**config.mk**
```make
export PLATFORM = sky130hd
export DESIGN_NAME = lu_scoreboard
export DESIGN_NICKNAME = d
export VERILOG_FILES = /design/src/rtl/lu_ctrl_pkg.sv /design/src/rtl/lu_out_counter.sv /design/src/rtl/lu_scoreboard.sv
export SDC_FILE = /design/constraint.sdc
export NUM_CORES = 1
export LEC_CHECK = 0
export BUFFER_PORTS_ARGS = -buffer_cell sky130_fd_sc_hd__buf_4
export CAP_MARGIN = 15
export CORE_UTILIZATION = 55
export CTS_CLUSTER_DIAMETER = 100
export DETAILED_ROUTE_END_ITERATION = 10
export PLACE_DENSITY = 0.9
export SKIP_LAST_GASP = 1
export SYNTH_ARGS = -nofsm -noshare
export SYNTH_HDL_FRONTEND = slang
export SYNTH_HIERARCHICAL = 1
export SYNTH_SLANG_ARGS = --single-unit
```
**constraint.sdc**
```tcl
create_clock -name clk -period 3.45 [get_ports clk]
set_clock_uncertainty 0.1 [all_clocks]
set_input_delay 0 -clock clk [delete_from_list [all_inputs] [get_ports clk]]
set_output_delay 0 -clock clk [all_outputs]
set_load 0.03 [all_outputs]
```
**src/rtl/lu_ctrl_pkg.sv**
```systemverilog
// Shared control definitions for the long-latency unit and its ID-stage scoreboard.
package lu_ctrl_pkg;

  localparam logic [4:0] REG_ZERO = 5'd0;
  localparam int unsigned GPR_CNT = 32;

  // Long-unit op class, shared by the ID decoder and the long unit.
  typedef enum logic [1:0] {
    LU_OP_NONE = 2'd0,
    LU_OP_MUL  = 2'd1,
    LU_OP_DIV  = 2'd2,
    LU_OP_DIVU = 2'd3
  } lu_op_e;

endpackage

```
**src/rtl/lu_out_counter.sv**
```systemverilog
// Saturating up/down count of long ops in flight, with flush, full flag and underflow detect.
module lu_out_counter
  import lu_ctrl_pkg::*;
#(
  parameter int unsigned MAX_OUT = 2,
  parameter int unsigned CNT_W   = 2
) (
  input  logic             clk,
  input  logic             rst_n,
  input  logic             flush,
  input  logic             inc,
  input  logic             dec,
  output logic [CNT_W-1:0] cnt,
  output logic             full,
  output logic             underflow
);

  logic [CNT_W-1:0] cnt_q;
  logic [CNT_W-1:0] cnt_d;
  logic             empty;

  assign empty     = (cnt_q == '0);
  assign full      = (cnt_q == CNT_W'(MAX_OUT));
  // A completion with nothing in flight is bogus; flush discards it.
  assign underflow = dec & empty & ~flush;
  assign cnt       = cnt_q;

  // Next count: a bogus completion is dropped so the count never wraps below zero.
  always_comb begin
    cnt_d = cnt_q;
    if (flush) begin
      cnt_d = '0;
    end else if (inc && !(dec && !empty)) begin
      if (!full) cnt_d = cnt_q + CNT_W'(1);
    end else if (!inc && dec && !empty) begin
      cnt_d = cnt_q - CNT_W'(1);
    end
  end

  // Count register.
  always_ff @(posedge clk or negedge rst_n) begin
    if (!rst_n) cnt_q <= '0;
    else        cnt_q <= cnt_d;
  end

endmodule

```
**src/rtl/lu_scoreboard.sv**
```systemverilog
// Issue-side GPR scoreboard for the long-latency unit: busy bits, ID stall and in-flight limit.
module lu_scoreboard
  import lu_ctrl_pkg::*;
#(
  parameter int unsigned MAX_OUT = 2,
  parameter int unsigned CNT_W   = 2
) (
  input  logic             clk,
  input  logic             rst_n,
  input  logic             id_valid,
  input  logic [4:0]       id_rs,
  input  logic [4:0]       id_rt,
  input  logic             id_rs_used,
  input  logic             id_rt_used,
  input  logic [4:0]       id_rd,
  input  logic             id_regwrite,
  input  logic             id_long,
  input  logic             pipe_en,
  input  logic             lu_done,
  input  logic [4:0]       lu_rd,
  input  logic             flush,
  output logic             stall_id,
  output logic             issue_fire,
  output logic [31:0]      busy_mask,
  output logic [CNT_W-1:0] out_cnt,
  output logic             lu_full,
  output logic             err
);

  logic [GPR_CNT-1:0] busy_q;
  logic [GPR_CNT-1:0] busy_d;
  logic               err_q;
  logic               raw;
  logic               waw;
  logic               cap;
  logic               set_busy;
  logic               clr_busy;
  logic               ghost_done;
  logic               underflow;
  logic               cnt_inc;

  // Hazards look only at registered state: a completion is not bypassed into the same cycle.
  always_comb begin
    raw = (id_rs_used && id_rs != REG_ZERO && busy_q[id_rs]) ||
          (id_rt_used && id_rt != REG_ZERO && busy_q[id_rt]);
    waw = id_regwrite && id_rd != REG_ZERO && busy_q[id_rd];
    cap = id_long && lu_full;
  end

  assign stall_id   = id_valid & (raw | waw | cap);
  assign issue_fire = id_valid & pipe_en & ~stall_id & ~flush;

  assign cnt_inc    = issue_fire & id_long;
  assign set_busy   = cnt_inc & id_regwrite & (id_rd != REG_ZERO);
  assign clr_busy   = lu_done & (lu_rd != REG_ZERO);
  assign ghost_done = clr_busy & ~busy_q[lu_rd] & ~flush;

  lu_out_counter #(
    .MAX_OUT (MAX_OUT),
    .CNT_W   (CNT_W)
  ) u_out_counter (
    .clk       (clk),
    .rst_n     (rst_n),
    .flush     (flush),
    .inc       (cnt_inc),
    .dec       (lu_done),
    .cnt       (out_cnt),
    .full      (lu_full),
    .underflow (underflow)
  );

  // Next busy vector; set and clear never target the same register since waw blocks that issue.
  always_comb begin
    busy_d = busy_q;
    if (flush) begin
      busy_d = '0;
    end else begin
      if (set_busy) busy_d[id_rd] = 1'b1;
      if (clr_busy) busy_d[lu_rd] = 1'b0;
    end
    busy_d[REG_ZERO] = 1'b0;
  end

  // Busy bits and sticky protocol error.
  always_ff @(posedge clk or negedge rst_n) begin
    if (!rst_n) begin
      busy_q <= '0;
      err_q  <= 1'b0;
    end else begin
      busy_q <= busy_d;
      if (underflow || ghost_done) err_q <= 1'b1;
    end
  end

  assign busy_mask = busy_q;
  assign err       = err_q;

endmodule

```
==> results_dict.tcl, run 1 <==
set metrics [dict create \
    status "completed" \
    end_kind "register" \
    timing_worst_slew_pin_value_ps 646 \
    synthToLayoutAreaGrowth_pct 21.8 \
    yosysSeqAreaShare_pct 28.9 \
    power.share.sequential_pct 41.4 \
    wl_per_cell_um 22.9 \
    yosysWarnings 6 \
    cp_num_buf_inv 0 \
    htree_levels 2 \
    nets 407 \
    syn-num-nets 351 \
    p_leak_nw 1.44 \
    initial_core_util_pct 57.3 \
    die_h_um 75.2 \
    crit_slowest_cell "a211oi_2" \
    cts.sinks 34 \
    grt_pass1_vias 2866 \
    synth_cells 321 \
    rsz0062_at_grt "false" \
    final_common_cell "buf_4" \
    fillers 448 \
    crit_path_max_incr_delay_ps 570 \
    cts_tree "built" \
    port_buffers 66 \
    cap_violations 0 \
    fin_crit_ps 3140 \
    dp_hpwl_um 7610 \
    cp_max_fo 8 \
    die_w_um 75.2 \
    core.rowCount 26 \
    path_delay_family "compound AO/OA/AOI/OAI gates" \
    sw_frac_of_total_pct 27.6 \
    hold_viol 0 \
    overflow 0 \
    hold_path_class "in2reg" \
    clk_latency_ps 290 \
    cts_resized 0 \
    drt_iter0_markers 527 \
    clk_path_buf_depth 2 \
    routed_wl_um 10300 \
    path_cells "mux4_2, mux2i_1, nor2b_1, o311a_1, a211oi_2, nand4_1, a21oi_1" \
    num_antenna_cells 0 \
    post-route-period-util_pct 91.1 \
    drive_gt1_share_pct 29.4 \
    arrival_ps 3240 \
    core-area_mm2 0.00514 \
    ant_nets 0 \
    fmax_mhz 318 \
    vdd_drop_max_uv 204 \
    path_class "reg2reg" \
    internal_power_w 0.000698 \
    grt_pass1_wl_um 15500 \
    yosys_register_bits 34 \
    hold_buffers 2 \
    power_frac_clock_pct 40.0 \
    cts_made_buffers 5 \
    synth_cell_types 47 \
    post_cts_buffers 0 \
    totalPowerFinal_w 0.000964 \
    postSynthAreaPerCell_um2 9.17 \
    drc 0 \
    max-slew-margin-rel_pct 56.9 \
    detailedPlace.worstSlack_ps 448 \
    p_comb_share_pct 18.6 \
    finalSetupTns_ps 0 \
    vias 3129 \
    ys_async_sr_fraction_pct 100 \
    cts_root_buffer "clkbuf_8" \
    clkTransAtPathRegs_ps 70 \
    gp_congestion 1.01 \
    die-area_mm2 0.00565 \
    pin_count 68 \
    setup_viol 0 \
    required_ps 3550 \
    critical_path.startpoint_type "register" \
    synth-edff-count 0 \
    final_max_slew_viol_count 0 \
    syn-cell-area_mm2 0.00294 \
    final_cell_mix "70 x buf_4, 36 x inv_1, 34 x dfrtp_1" \
    drtPass1Iterations 6 \
    grt_usage_pct 38.5 \
    grt_start_max_net_pins 35 \
    worst_slack_ps 308 \
    viasPerCell 7.00 \
    synthFlopType "dfrtp_1" \
    antenna_found_initial 0 \
    p_per_area_mw_per_mm2 269 \
    power_switching_w 0.000266 \
]
## per-stage QoR
step	hold WS [ps]	utilization, %	instance area [um2]	instances
floorplan	-396	-	2940	321
global placement	-121	67.2	3450	438
detailed placement	-119	67.2	3450	438
CTS	15.5	69.8	3590	447
global route	40.4	69.8	3590	447
finish	25.0	69.8	3590	447
## worst paths after layout
path / startpoint / end / slack, ps / depth (start not counted)
setup / recovery: busy_mask[15] / busy_mask[22] / 310 / 7
hold / removal: lu_rd[2] / err / 30 / 3
setup reg to reg: busy_mask[15] / busy_mask[22] / 310 / 7
hold reg to reg: err / err / 400 / 2
max in group asynchronous: rst_n / busy_mask[21] / 2810 / 2
min in group asynchronous: rst_n / busy_mask[12] / 110 / 2
## worst min-delay path: stages
cell,delay [ps]
buf_4,140
o221ai_1,140
nand2_1,100
## power groups by stage
stage | logic (W) | clock network, W | registers, W
floorplan | 0.000109 | 0 | 0.000408
detailed placement | 0.000174 | 0 | 0.000407
finish | 0.000179 | 0.000386 | 0.000399
global placement | 0.000172 | 0 | 0.000407
CTS | 0.000176 | 0.000387 | 0.000399
global route | 0.000191 | 0.000402 | 0.000399
## Yosys cell counts (2+ instances only)
master	instances	area share, %
dfrtp_1	34	29
a221oi_1	2	0.60
a21oi_1	28	4.8
buf_2	4	0.68
nand3b_1	8	2.0
nor2b_1	6	1.3
nor2_1	24	3.1
mux4_2	18	14
clkbuf_1	15	1.9
mux2_2	5	1.9
nand3_1	8	1.4
or3b_2	2	0.60
inv_1	36	4.6
or2_2	2	0.42
nand2b_1	5	1.1
o22ai_1	2	0.42
nor3b_1	2	0.51
buf_4	3	0.76
nand4_1	5	1.1
a31oi_1	2	0.42
o311a_1	2	0.68
nand2_1	15	1.9
mux2i_1	21	7.1
o221ai_1	31	9.2
nor3_1	10	1.7
and3_1	2	0.42
a41oi_1	7	2.1
a2111o_1	2	0.76
a311oi_1	2	0.60
## metal layers
| layer | part of all wire (%) | vias to the layer above | routed length, um | track usage [%] |
|---|---|---|---|---|
| met5 | 0 | - | 0 | 0 |
| met4 | 3.3 | 0 | 335 | 14.4 |
| met3 | 12 | 38 | 1200 | 7.90 |
| met2 | 45 | 231 | 4630 | 58.6 |
| met1 | 40 | 1515 | 4090 | 54.5 |
| li1 | - | 1345 | - | - |
## layout make-up
cell class	instances	area [um2]	share of cell area [%]
Clock inverter	1	30.0	0.837
Tap cell	70	87.6	2.44
Timing Repair Buffer	72	546	15.2
Sequential cell	34	851	23.7
Inverter	37	139	3.87
Clock buffer	6	82.6	2.30
Multi-Input combinational cell	227	1850	51.6
## state kept, by name, indices dropped and copies added (netlist names)
name               flops
err                    1
busy_mask             31
u_out_counter/cnt      2
## kinds of logic after synthesis
family                 synth area share (%)
AOI/OAI and AO/OA                      22.3
DFF                                    28.9
muxes                                  22.8
and+or+nand+nor                        17.7
other                                 0.127
buffers and inverters                  8.20
No activity file was read; power rests on OpenSTA's default activity.
==> run 2, diff against run 1 <==
Settings changed: RECOVER_POWER set to 100.
Clock period 3.45 ns to 3.15 ns, I/O delays scaled along.
==> results_dict.tcl, run 2 (synthesis gave the netlist of run 1 again) <==
set metrics [dict create \
    dp_hpwl_um 7650 \
    fin_crit_ps 2990 \
    clk_latency_ps 300 \
    grt_start_max_net_pins 35 \
    final_cell_mix "40 x clkbuf_1, 36 x inv_1, 34 x dfrtp_1, 34 x buf_4, 31 x o221ai_1" \
    htree_levels 2 \
    clk_path_buf_depth 2 \
    fillers 473 \
    initial_core_util_pct 57.3 \
    drive_gt1_share_pct 19.4 \
    cts_tree "built" \
    max-slew-margin-rel_pct -29.9 \
    die-area_mm2 0.00565 \
    setup_viol 0 \
    fmax_mhz 335 \
    port_buffers 66 \
    die_w_um 75.2 \
    p_per_area_mw_per_mm2 308 \
    path_class "reg2reg" \
    antenna_found_initial 0 \
    arrival_ps 3080 \
    die_h_um 75.2 \
    hold_viol 0 \
    overflow 0 \
    clkTransAtPathRegs_ps 80 \
    status "finished, violations left" \
    cap_violations 1 \
    final_common_cell "clkbuf_1" \
    final_max_slew_viol_count 35 \
    pin_count 68 \
    end_kind "register" \
    core.rowCount 26 \
    drc 0 \
    num_antenna_cells 0 \
    violations "max-capacitance violations, max-slew violations" \
    nets 412 \
    drtPass1Iterations 7 \
    p_leak_nw 1.27 \
    synthToLayoutAreaGrowth_pct 17.6 \
    vdd_drop_max_uv 171 \
    routed_wl_um 10800 \
    rsz0062_at_grt "false" \
    required_ps 3240 \
    cp_max_fo 8 \
    cts_root_buffer "clkbuf_8" \
    viasPerCell 7.25 \
    cts_resized 0 \
    largest_reg_flops 31 \
    gp_congestion 1.10 \
    finalSetupTns_ps 0 \
    vias 3276 \
    grt_pass1_vias 2988 \
    grt_pass1_wl_um 16400 \
    post_cts_buffers 0 \
    core-area_mm2 0.00514 \
    cts_made_buffers 5 \
    grt_usage_pct 40.4 \
    post-route-period-util_pct 94.9 \
    totalPowerFinal_w 0.00107 \
    cts.sinks 34 \
    hold_path_class "in2reg" \
    wl_per_cell_um 24.0 \
    drt_iter0_markers 592 \
    critical_path.startpoint_type "register" \
    timing_worst_slew_pin_value_ps 1950 \
    ant_nets 0 \
]
-- run 2: worst paths after layout --
path / from / endpoint / slack [ps] / cells past startpoint
max: busy_mask[11] / busy_mask[9] / 160 / 8
min: lu_done / u_out_counter/cnt[1] / 20 / 4
max reg2reg: busy_mask[11] / busy_mask[9] / 160 / 8
min reg2reg: err / err / 380 / 2
max in group asynchronous: rst_n / busy_mask[26] / 1140 / 2
min in group asynchronous: rst_n / busy_mask[8] / 680 / 2
-- run 2: layout make-up --
class,instances,area [um2],share of cell area [%]
clock buffers,6,82.6,2.39
clock inverters,1,30.0,0.867
inverters,37,139,4.01
multi-input cells,227,1840,53.1
flip-flops and latches,34,851,24.6
well taps,70,87.6,2.53
repair buffers,77,435,12.6
-- run 2: worst max-delay path: stages (launching register included) --
cell and delay, ps:
dfrtp_1 470, mux4_2 500, mux2i_1 180, nor2b_1 70, o311a_1 330, a211oi_2 270, buf_4 190, nand4b_1 400
a21oi_1 370
-- run 2: layer usage --
metal / up-vias / GRT usage, % / share of wire (%)
li1: 1355 / - / -
met1: 1528 / 54.2 / 35
met2: 321 / 61.1 / 45
met3: 72 / 9.64 / 14
met4: 0 / 21.6 / 5.3
met5: - / 0 / 0
-- run 2: where the power goes --
group | switching, W | leakage [nW] | internal, W | total [W]
combinational | 0.000127 | 0.747 | 0.0000741 | 0.000201
sequential | 0.000000586 | 0.470 | 0.000437 | 0.000437
clock | 0.000174 | 0.0573 | 0.000253 | 0.000428
total | 0.000302 | 1.27 | 0.000764 | 0.00107
-- run 2: through the flow --
step | utilization [%] | cell area (um2) | worst slack (ps) | cells | hold WS (ps)
floorplan | - | 2940 | 392 | 321 | -396
global placement | 67.8 | 3480 | 521 | 442 | -118
detailed placement | 67.8 | 3480 | 360 | 442 | -117
finish | 67.4 | 3460 | 161 | 452 | 17.5
global route | 67.4 | 3460 | 109 | 452 | 38.2
CTS | 70.6 | 3630 | 301 | 452 | 16.7
-- run 2: what timing repair did --
action	4_1_cts	5_1_grt
hold endpoints to repair	44	0
endpoints found under the setup margin	0	0
hold buffers	3	0
==> run 3, diff against run 2 <==
Settings changed: SYNTH_HIERARCHICAL 1 to not set.
==> results_dict.tcl, run 3 <==
set metrics [dict create \
    nets 399 \
    fillers 448 \
    grt_pass1_wl_um 16200 \
    antenna_found_initial 0 \
    core.rowCount 26 \
    initial_core_util_pct 57.8 \
    clk_latency_ps 290 \
    synth-edff-count 0 \
    cap_violations 1 \
    finalSetupTns_ps 0 \
    viasPerCell 7.28 \
    drc 0 \
    detailedPlace.worstSlack_ps 395 \
    cts_root_buffer "clkbuf_8" \
    power_switching_w 0.000298 \
    drt_iter0_markers 582 \
    hold_buffers 2 \
    status "finished, violations left" \
    ant_nets 0 \
    path_common_cell "o211ai_1" \
    overflow 0 \
    reg2regPathDepth 8 \
    p_comb_share_pct 20.2 \
    internal_power_w 0.000681 \
    cp_num_buf_inv 1 \
    grt_start_max_net_pins 37 \
    cts_tree "built" \
    totalPowerFinal_w 0.000979 \
    synth_top_family_by_area "multiplexers" \
    synthToLayoutAreaGrowth_pct 14.3 \
    grt_usage_pct 39.4 \
    post_cts_buffers 0 \
    setup_viol 0 \
    dp.cells 430 \
    r2r_end "busy_mask[26]" \
    min_to "err" \
    required_ps 3290 \
    synthAdderAreaFrac_pct 0 \
    synth-xor-area-share_pct 0 \
    synth_top_area_share_pct 28.5 \
    gp_congestion 0.977 \
    p_leak_nw 1.36 \
    wl_per_cell_um 23.7 \
    synthTopCellsByArea "dfrtp_1 28%, mux4_2 15%, o21a_1 7.8%" \
    port_buffers 66 \
    drive_gt1_share_pct 17.6 \
    core-area_mm2 0.00517 \
    pin_count 68 \
    synthFlopType "dfrtp_1" \
    routed_wl_um 10400 \
    crit_slowest_cell "mux4_2" \
    synth_common_cells "35 x a21oi_1, 34 x dfrtp_1, 31 x o21a_1, 23 x mux2i_1" \
    cts_resized 0 \
    die_h_um 75.7 \
    dp_hpwl_um 7340 \
    stdcell_count 440 \
    sw_frac_of_total_pct 30.5 \
    clkTransAtPathRegs_ps 70 \
    path_class "reg2reg" \
    power.share.sequential_pct 44.7 \
    cts.sinks 34 \
    hold_depth 4 \
    yosysSeqAreaShare_pct 28.5 \
    power_frac_clock_pct 35.1 \
    ys_async_sr_fraction_pct 100 \
    post-route-period-util_pct 92.0 \
    drtPass1Iterations 7 \
    critical_path.startpoint_type "register" \
    postSynthAreaPerCell_um2 9.37 \
    final_cell_mix "40 x clkbuf_1, 35 x a21oi_1, 34 x dfrtp_1" \
    synth_cells 319 \
    max-slew-margin-rel_pct -29.7 \
    syn-num-nets 349 \
    largest_reg_flops 31 \
    regToRegSetupSlack_ps 250 \
    path_delay_family "simple AND/OR/NAND/NOR gates" \
    synth_top_area_cell "dfrtp_1" \
    path_cells "mux4_2, a31oi_1, o211ai_1, o211ai_1, nand2_1, clkbuf_2, nor4_1, o21a_1" \
    hold_path_class "in2reg" \
    cp_max_fo 14 \
    rsz0062_at_grt "false" \
    timing_worst_slew_pin_value_ps 1940 \
    worst_slack_ps 252 \
    clk_path_buf_depth 2 \
    muxShareOfSynthArea_pct 23.9 \
    yosysWarnings 0 \
    fin_crit_ps 2900 \
    final_common_cell "clkbuf_1" \
    synth.most_common_cell "a21oi_1" \
    arrival_ps 3040 \
    hold_ws_ps 47.9 \
    min_from "lu_rd[4]" \
    hold_viol 0 \
    vdd_drop_max_uv 269 \
    syn-cell-area_mm2 0.00299 \
    yosys_register_bits 34 \
    synthSimpleGateAreaFrac_pct 20.8 \
    cts_made_buffers 5 \
    cp_num_cells 8 \
    vias 3203 \
    p_per_area_mw_per_mm2 287 \
    die-area_mm2 0.00573 \
    htree_levels 2 \
    die_w_um 75.7 \
    crit_path_max_incr_delay_ps 490 \
    r2r_start "busy_mask[9]" \
    fmax_mhz 345 \
    end_kind "register" \
    violations "max-capacitance violations, max-slew violations" \
    num_antenna_cells 0 \
    final_max_slew_viol_count 35 \
    synth_compound_area_share_pct 20.9 \
    grt_pass1_vias 3028 \
    synth_cell_types 46 \
]
## run 3: stage by stage
step,util (%),area (um2)
after floorplan,-,2990
after global placement,66.9,3460
after detailed placement,66.9,3460
after CTS,69.0,3570
after global routing,66.1,3420
final,66.1,3420
## run 3: metal layers
| metal | global-route usage (%) | share of wire (%) | vias up |
|---|---|---|---|
| met1 | 50.8 | 38 | 1492 |
| met3 | 13.1 | 14 | 57 |
| met2 | 61.2 | 44 | 304 |
| met4 | 16.9 | 4.3 | 0 |
| li1 | - | - | 1350 |
| met5 | 0 | 0 | - |
## run 3: power groups by stage
| stage | combinational [W] | sequential [W] | clock (W) |
|---|---|---|---|
| 2_1_floorplan | 0.000118 | 0.000447 | 0 |
| 3_3_place_gp | 0.000188 | 0.000446 | 0 |
| 3_5_place_dp | 0.000191 | 0.000446 | 0 |
| 4_1_cts | 0.000194 | 0.000438 | 0.000343 |
| 5_1_grt | 0.000211 | 0.000438 | 0.000357 |
| 6_report | 0.000198 | 0.000438 | 0.000343 |
## run 3: area by class of cell
cell class / count / area, um2 / area share (%)
Clock buffer: 7 / 86.3 / 2.53
Clock inverter: 1 / 5.00 / 0.146
Inverter: 6 / 22.5 / 0.659
Multi-Input combinational cell: 249 / 1960 / 57.4
Sequential cell: 34 / 851 / 24.9
Tap cell: 70 / 87.6 / 2.56
Timing Repair Buffer: 73 / 404 / 11.8
## run 3: worst max-delay path by stage
stage                   from                   end  slack, ps
2_1_floorplan  busy_mask[15]            issue_fire        140
3_3_place_gp   busy_mask[15]  u_out_counter.cnt[1]        460
3_5_place_dp   busy_mask[15]  u_out_counter.cnt[1]        400
4_1_cts        busy_mask[15]  u_out_counter.cnt[1]        380
5_1_grt        busy_mask[31]            issue_fire        100
6_report        busy_mask[9]         busy_mask[26]        250
## run 3: worst register-to-register path, stage by stage, from the launching register on
cell and delay [ps]:
dfrtp_1 480, mux4_2 490, a31oi_1 190, o211ai_1 170
o211ai_1 160, nand2_1 280, clkbuf_2 340, nor4_1 480
o21a_1 160
## run 3: logic make-up after synthesis
kind of cell,Yosys count
AND/OR/NAND/NOR,107
buffers and inverters,36
multiplexers,46
other,1
AO/OA/AOI/OAI,95
flip-flops,34
